`config.mk`:
```
export PLATFORM = sky130hd
export DESIGN_NAME = sum_block_accumulator_flat
export DESIGN_NICKNAME = d
export VERILOG_FILES = /design/src/rtl/sum_block_accumulator_if.sv /design/src/rtl/sum_block_accumulator.sv /design/src/flat_wrapper.sv
export SDC_FILE = /design/constraint.sdc
export NUM_CORES = 1
export LEC_CHECK = 0
export CAP_MARGIN = 20
export CORE_MARGIN = 5
export CORE_UTILIZATION = 35
export CTS_CLUSTER_DIAMETER = 120
export CTS_CLUSTER_SIZE = 16
export DETAILED_ROUTE_END_ITERATION = 10
export PLACE_DENSITY_LB_ADDON = 0.05
export SETUP_SLACK_MARGIN = 0.4
export SYNTH_ARGS = -nofsm -noshare
export SYNTH_HDL_FRONTEND = slang
export SYNTH_SLANG_ARGS = --single-unit
export TNS_END_PERCENT = 10
```
`constraint.sdc`:
```
create_clock -name clk -period 6 [get_ports clk]
set_clock_uncertainty 0.15 [all_clocks]
set_input_delay 1.5 -clock clk [delete_from_list [all_inputs] [get_ports clk]]
set_output_delay 1.5 -clock clk [all_outputs]
set_load 0.05 [all_outputs]
```
`src/rtl/sum_block_accumulator_if.sv`:
```
// Valid/ready bus for the block accumulator: sample stream in, block totals out.
// master = upstream producer plus downstream consumer; slave = accumulator.
interface sum_block_accumulator_if #(
  parameter int N     = 10,
  parameter int CNT_W = 3
);
  logic [N:0]           sum_in;
  logic                 in_valid;
  logic                 in_ready;
  logic                 flush;
  logic [N+CNT_W:0]     out_total;
  logic [CNT_W-1:0]     out_count;
  logic                 out_valid;
  logic                 out_ready;

  modport master (
    output sum_in, in_valid, flush, out_ready,
    input  in_ready, out_total, out_count, out_valid
  );

  modport slave (
    input  sum_in, in_valid, flush, out_ready,
    output in_ready, out_total, out_count, out_valid
  );
endinterface

```
`src/rtl/sum_block_accumulator.sv`:
```
// Accumulates BLOCK_LEN adder sums per block and emits each total with its sample
// count; flush closes a partial block early. One HOLD cycle (minimum) per block.
module sum_block_accumulator #(
  parameter int N         = 10,
  parameter int BLOCK_LEN = 4,
  parameter int CNT_W     = $clog2(BLOCK_LEN + 1)
) (
  input  logic                   clk,
  input  logic                   rst_n,
  sum_block_accumulator_if.slave bus
);
  localparam int TW = N + 1 + CNT_W;

  typedef enum logic {ACCUM, HOLD} state_t;

  state_t           state, state_nxt;
  logic [TW-1:0]    acc, acc_nxt;
  logic [CNT_W-1:0] cnt, cnt_nxt;
  logic             accept, emit;

  assign accept = bus.in_valid && (state == ACCUM);

  always_comb begin
    acc_nxt = acc;
    cnt_nxt = cnt;
    if (accept) begin
      acc_nxt = acc + {{CNT_W{1'b0}}, bus.sum_in};
      cnt_nxt = cnt + CNT_W'(1);
    end
  end

  always_ff @(posedge clk or negedge rst_n) begin
    if (!rst_n) state <= ACCUM;
    else        state <= state_nxt;
  end

  // Block close: full count, or flush with at least one sample (incl. this beat).
  always_comb begin
    state_nxt = state;
    case (state)
      ACCUM: if ((accept && (cnt_nxt == CNT_W'(BLOCK_LEN))) ||
                 (bus.flush && (cnt_nxt != '0)))
               state_nxt = HOLD;
      HOLD:  if (bus.out_ready) state_nxt = ACCUM;
      default: state_nxt = ACCUM;
    endcase
  end

  always_comb begin
    bus.in_ready = (state == ACCUM);
    emit         = (state == ACCUM) && (state_nxt == HOLD);
  end

  always_ff @(posedge clk or negedge rst_n) begin
    if (!rst_n) begin
      acc           <= '0;
      cnt           <= '0;
      bus.out_total <= '0;
      bus.out_count <= '0;
      bus.out_valid <= 1'b0;
    end else if (emit) begin
      bus.out_total <= acc_nxt;
      bus.out_count <= cnt_nxt;
      bus.out_valid <= 1'b1;
      acc           <= '0;
      cnt           <= '0;
    end else begin
      acc <= acc_nxt;
      cnt <= cnt_nxt;
      if (state == HOLD && bus.out_ready) bus.out_valid <= 1'b0;
    end
  end
endmodule

```
`src/flat_wrapper.sv`:
```
// flat-port wrapper written by rule: the top's interface ports become plain ports
module sum_block_accumulator_flat 
#(
  parameter int N         = 10,
  parameter int BLOCK_LEN = 4,
  parameter int CNT_W     = $clog2(BLOCK_LEN + 1)
)
  (clk, rst_n, bus_sum_in, bus_in_valid, bus_flush, bus_out_ready, bus_in_ready, bus_out_total, bus_out_count, bus_out_valid);
  sum_block_accumulator_if #(.N(N), .CNT_W(CNT_W)) bus_i ();
  input  logic clk;
  input  logic rst_n;
  input wire logic [$bits(bus_i.sum_in)-1:0] bus_sum_in;
  input wire logic [$bits(bus_i.in_valid)-1:0] bus_in_valid;
  input wire logic [$bits(bus_i.flush)-1:0] bus_flush;
  input wire logic [$bits(bus_i.out_ready)-1:0] bus_out_ready;
  output wire logic [$bits(bus_i.in_ready)-1:0] bus_in_ready;
  output wire logic [$bits(bus_i.out_total)-1:0] bus_out_total;
  output wire logic [$bits(bus_i.out_count)-1:0] bus_out_count;
  output wire logic [$bits(bus_i.out_valid)-1:0] bus_out_valid;
  assign bus_i.sum_in = bus_sum_in;
  assign bus_i.in_valid = bus_in_valid;
  assign bus_i.flush = bus_flush;
  assign bus_i.out_ready = bus_out_ready;
  assign bus_in_ready = bus_i.in_ready;
  assign bus_out_total = bus_i.out_total;
  assign bus_out_count = bus_i.out_count;
  assign bus_out_valid = bus_i.out_valid;
  sum_block_accumulator #(.N(N), .BLOCK_LEN(BLOCK_LEN), .CNT_W(CNT_W)) u_core (.clk(clk), .rst_n(rst_n), .bus(bus_i));
endmodule
```
==> flow_metrics.tcl <==
set metrics [dict create \
    row_count 27 \
    rsz0062_at_grt "no" \
    met2_usage 0.221 \
    cp.required_ps 5990 \
    ff2ff_path_depth 7 \
    cap_violations 0 \
    async_flop_share 1.00 \
    die_y_um 85.6 \
    post_cts_buffers 0 \
    start_util 0.361 \
    status "finished clean" \
    min_path_cells 2 \
    vias 1664 \
    place.gp.congestion 0.884 \
    overflow 0 \
    core_mm2 0.00554 \
    syn_inst 205 \
    die_w_um 85.6 \
    crit_family "compound AO/OA/AOI/OAI gates" \
    fmax_mhz 265 \
    crit_chain "clkdlybuf4s50_1 > ha_1 > fa_1 > a21o_1 > a221o_1 > and3_4 > a311oi_2 > o21ai_1" \
    synth_ff_type "dfrtp_1" \
    cp.arrival_ps 3770 \
    dp.cells 304 \
    route.detailed.drc 0 \
    drive_gt1_frac 0.0628 \
    antenna_cells 0 \
    clk_pin_slew_ps 70 \
    fin_util 0.451 \
    worstSkewPairLatency_ps 280 \
    critPathMaxFanout 5 \
    critical_path_class "input port to flip-flop" \
    synth-edff-count 0 \
    r2r_slack_ps 3430 \
    post-route-period-util 0.629 \
    r2r_end "u_core.bus.out_total[8]$_DFFE_PN0P_" \
    ys.warnings.count 0 \
    slew_viol_final 0 \
    ctsHoldBuffers 0 \
    numCtsBuffers 5 \
    num-nets-final 268 \
    firstDrtPassIters 4 \
    crit_buf_inv 1 \
    tightestPinTransition_ps 866 \
    dieArea_mm2 0.00733 \
    drt_wl_total_um 4750 \
    dr.first_iter.drc_count 88 \
    cp-start-kind "input port" \
    syn_area_per_cell_um2 9.76 \
    synth_area_mm2 0.00200 \
    synth_fp_nets 234 \
    gr-usage-all-layers 0.138 \
    grt_pass1_vias 1690 \
    fin_setup_tns_ps 0 \
    setup_violations 0 \
    crit_start "bus_sum_in[0]" \
    grt.busiest_layer "met2" \
    synth-seq-area-share 0.450 \
    grt_pass1_wl_um 8110 \
    min_period_ps 3770 \
    hp-class "flip-flop to flip-flop" \
    grt_start_max_net_pins 37 \
    setup_ws_ps 2230 \
    wire_per_inst_um 15.3 \
    timing.slew.headroom 0.423 \
    cts_max_level 2 \
    regToRegStartpoint "u_core.cnt[0]$_DFF_PN0_" \
    fillers 550 \
    portBuffers 34 \
    irDropWorstVdd_mv 0.203 \
    hold_viol_final 0 \
    end_kind "flip-flop" \
    p_leak_nw 1.10 \
    hpwl_um 3510 \
    cpMaxStageDelayCell "fa_1" \
    io_pins 35 \
    ctsResizeCount 0 \
    hp-start "u_core.bus.out_total[11]$_DFFE_PN0P_" \
    cts.sinks 36 \
    antenna_found_initial 0 \
    min_to "u_core.bus.out_total[11]$_DFFE_PN0P_" \
    via_per_inst 5.35 \
    clockBufferDepth 2 \
    synth-seq-cells 36 \
    area_growth_pct 24.8 \
    grt_use_met1 0.182 \
    drtAntennaViolNets 0 \
    ys_types 45 \
    pwr_density_cell_mw_per_mm2 562 \
    tritoncts "built" \
    max_stage_delay_ps 420 \
    pre_cts_ws_ps 1950 \
    cts_root_buf "clkbuf_8" \
    grtUsageMet3 0.0336 \
    finalNonFillerCells 311 \
]
[metrics by stage]
| stage | hold slack [ps] | area, um^2 | power (W) |
|---|---|---|---|
| 4_1_cts | 341 | 2500 | 0.00142 |
| 3_3_place_gp | 308 | 2400 | 0.00122 |
| 6_report | 335 | 2500 | 0.00140 |
| 5_1_grt | 358 | 2500 | 0.00151 |
| 2_1_floorplan | 350 | 2000 | 0.00100 |
| 3_5_place_dp | 323 | 2400 | 0.00123 |
[cells by family (layout without fill, tap and decap cells)]
group,after synthesis,count (layout),share of synthesized area
DFF,36,36,0.450
and+or+nand+nor,67,67,0.161
adders and majority gates,13,13,0.0851
muxes,7,7,0.0350
AOI/OAI and AO/OA,64,64,0.210
xor gates and xnor gates,7,7,0.0306
buffers and inverters,11,45,0.0281
[worst max-delay path by stage]
stage	endpoint	slack, ps	cells after the start
after floorplan	u_core.bus.out_total[10]$_DFFE_PN0P_	2540	7
after global placement	u_core.bus.out_total[10]$_DFFE_PN0P_	1970	8
after detailed placement	u_core.bus.out_total[10]$_DFFE_PN0P_	1950	8
after CTS	u_core.bus.out_total[10]$_DFFE_PN0P_	2250	8
after global routing	u_core.bus.out_total[8]$_DFFE_PN0P_	2100	8
final	u_core.bus.out_total[10]$_DFFE_PN0P_	2230	8
[synth_stat cells (3+ instances only)]
cell type | number | area [um^2]
dfrtp_1 | 36 | 901
o21a_1 | 3 | 22.5
xnor2_1 | 5 | 43.8
a21o_1 | 5 | 37.5
buf_2 | 6 | 30.0
a31oi_1 | 5 | 31.3
nand3b_1 | 3 | 22.5
mux2i_1 | 7 | 70.1
o21ai_1 | 13 | 65.1
o21ai_0 | 6 | 30.0
nor3_1 | 3 | 15.0
nand2_1 | 23 | 86.3
nor2_1 | 21 | 78.8
ha_1 | 12 | 150
a21oi_1 | 15 | 75.1
o31ai_1 | 3 | 22.5
[layer usage]
layer | vias to the layer above | part of all wire
li1 | 811 | -
met1 | 811 | 0.48
met2 | 36 | 0.47
met3 | 6 | 0.040
met4 | 0 | 0.013
met5 | - | 0
[placed cells by master (no fill, tap or decap), types with 6 or more instances in the layout]
| master | Yosys | final |
|---|---|---|
| a21oi_1 | 15 | 15 |
| clkbuf_8 | 0 | 7 |
| clkdlybuf4s50_1 | 0 | 34 |
| dfrtp_1 | 36 | 36 |
| ha_1 | 12 | 12 |
| mux2i_1 | 7 | 7 |
| nand2_1 | 23 | 23 |
| nor2_1 | 21 | 21 |
| o21ai_0 | 6 | 6 |
| o21ai_1 | 13 | 13 |
[worst register-to-register path, stage by stage (launching register included)]
cell     delay (ps)
dfrtp_1         430
ha_1            350
and3b_1         240
o21ai_0         130
a21oi_1         670
buf_4           310
nor2_1           60
a31oi_1         140
[power breakdown]
part	switching (W)	internal (W)	total [W]
combinational	0.000516	0.000301	0.000816
sequential	0.0000612	0.000340	0.000402
clock	0.0000827	0.000102	0.000185
[registers in the layout, indices dropped and copies added (netlist names)]
register and flops:
u_core.acc 14, u_core.bus.out_count 3, u_core.bus.out_total 14, u_core.bus.out_valid 1, u_core.cnt 3, u_core.state 1
[layout make-up]
| type | instances | area (um^2) | share of cell area |
|---|---|---|---|
| timing repair buffer | 37 | 363 | 0.145 |
| multi-input combinational | 158 | 1040 | 0.418 |
| sequential | 36 | 901 | 0.361 |
| tap | 72 | 90.1 | 0.0361 |
| clock buffer | 7 | 96.3 | 0.0386 |
| inverter | 1 | 3.75 | 0.00150 |
No activity file was read; power rests on OpenSTA's default activity.
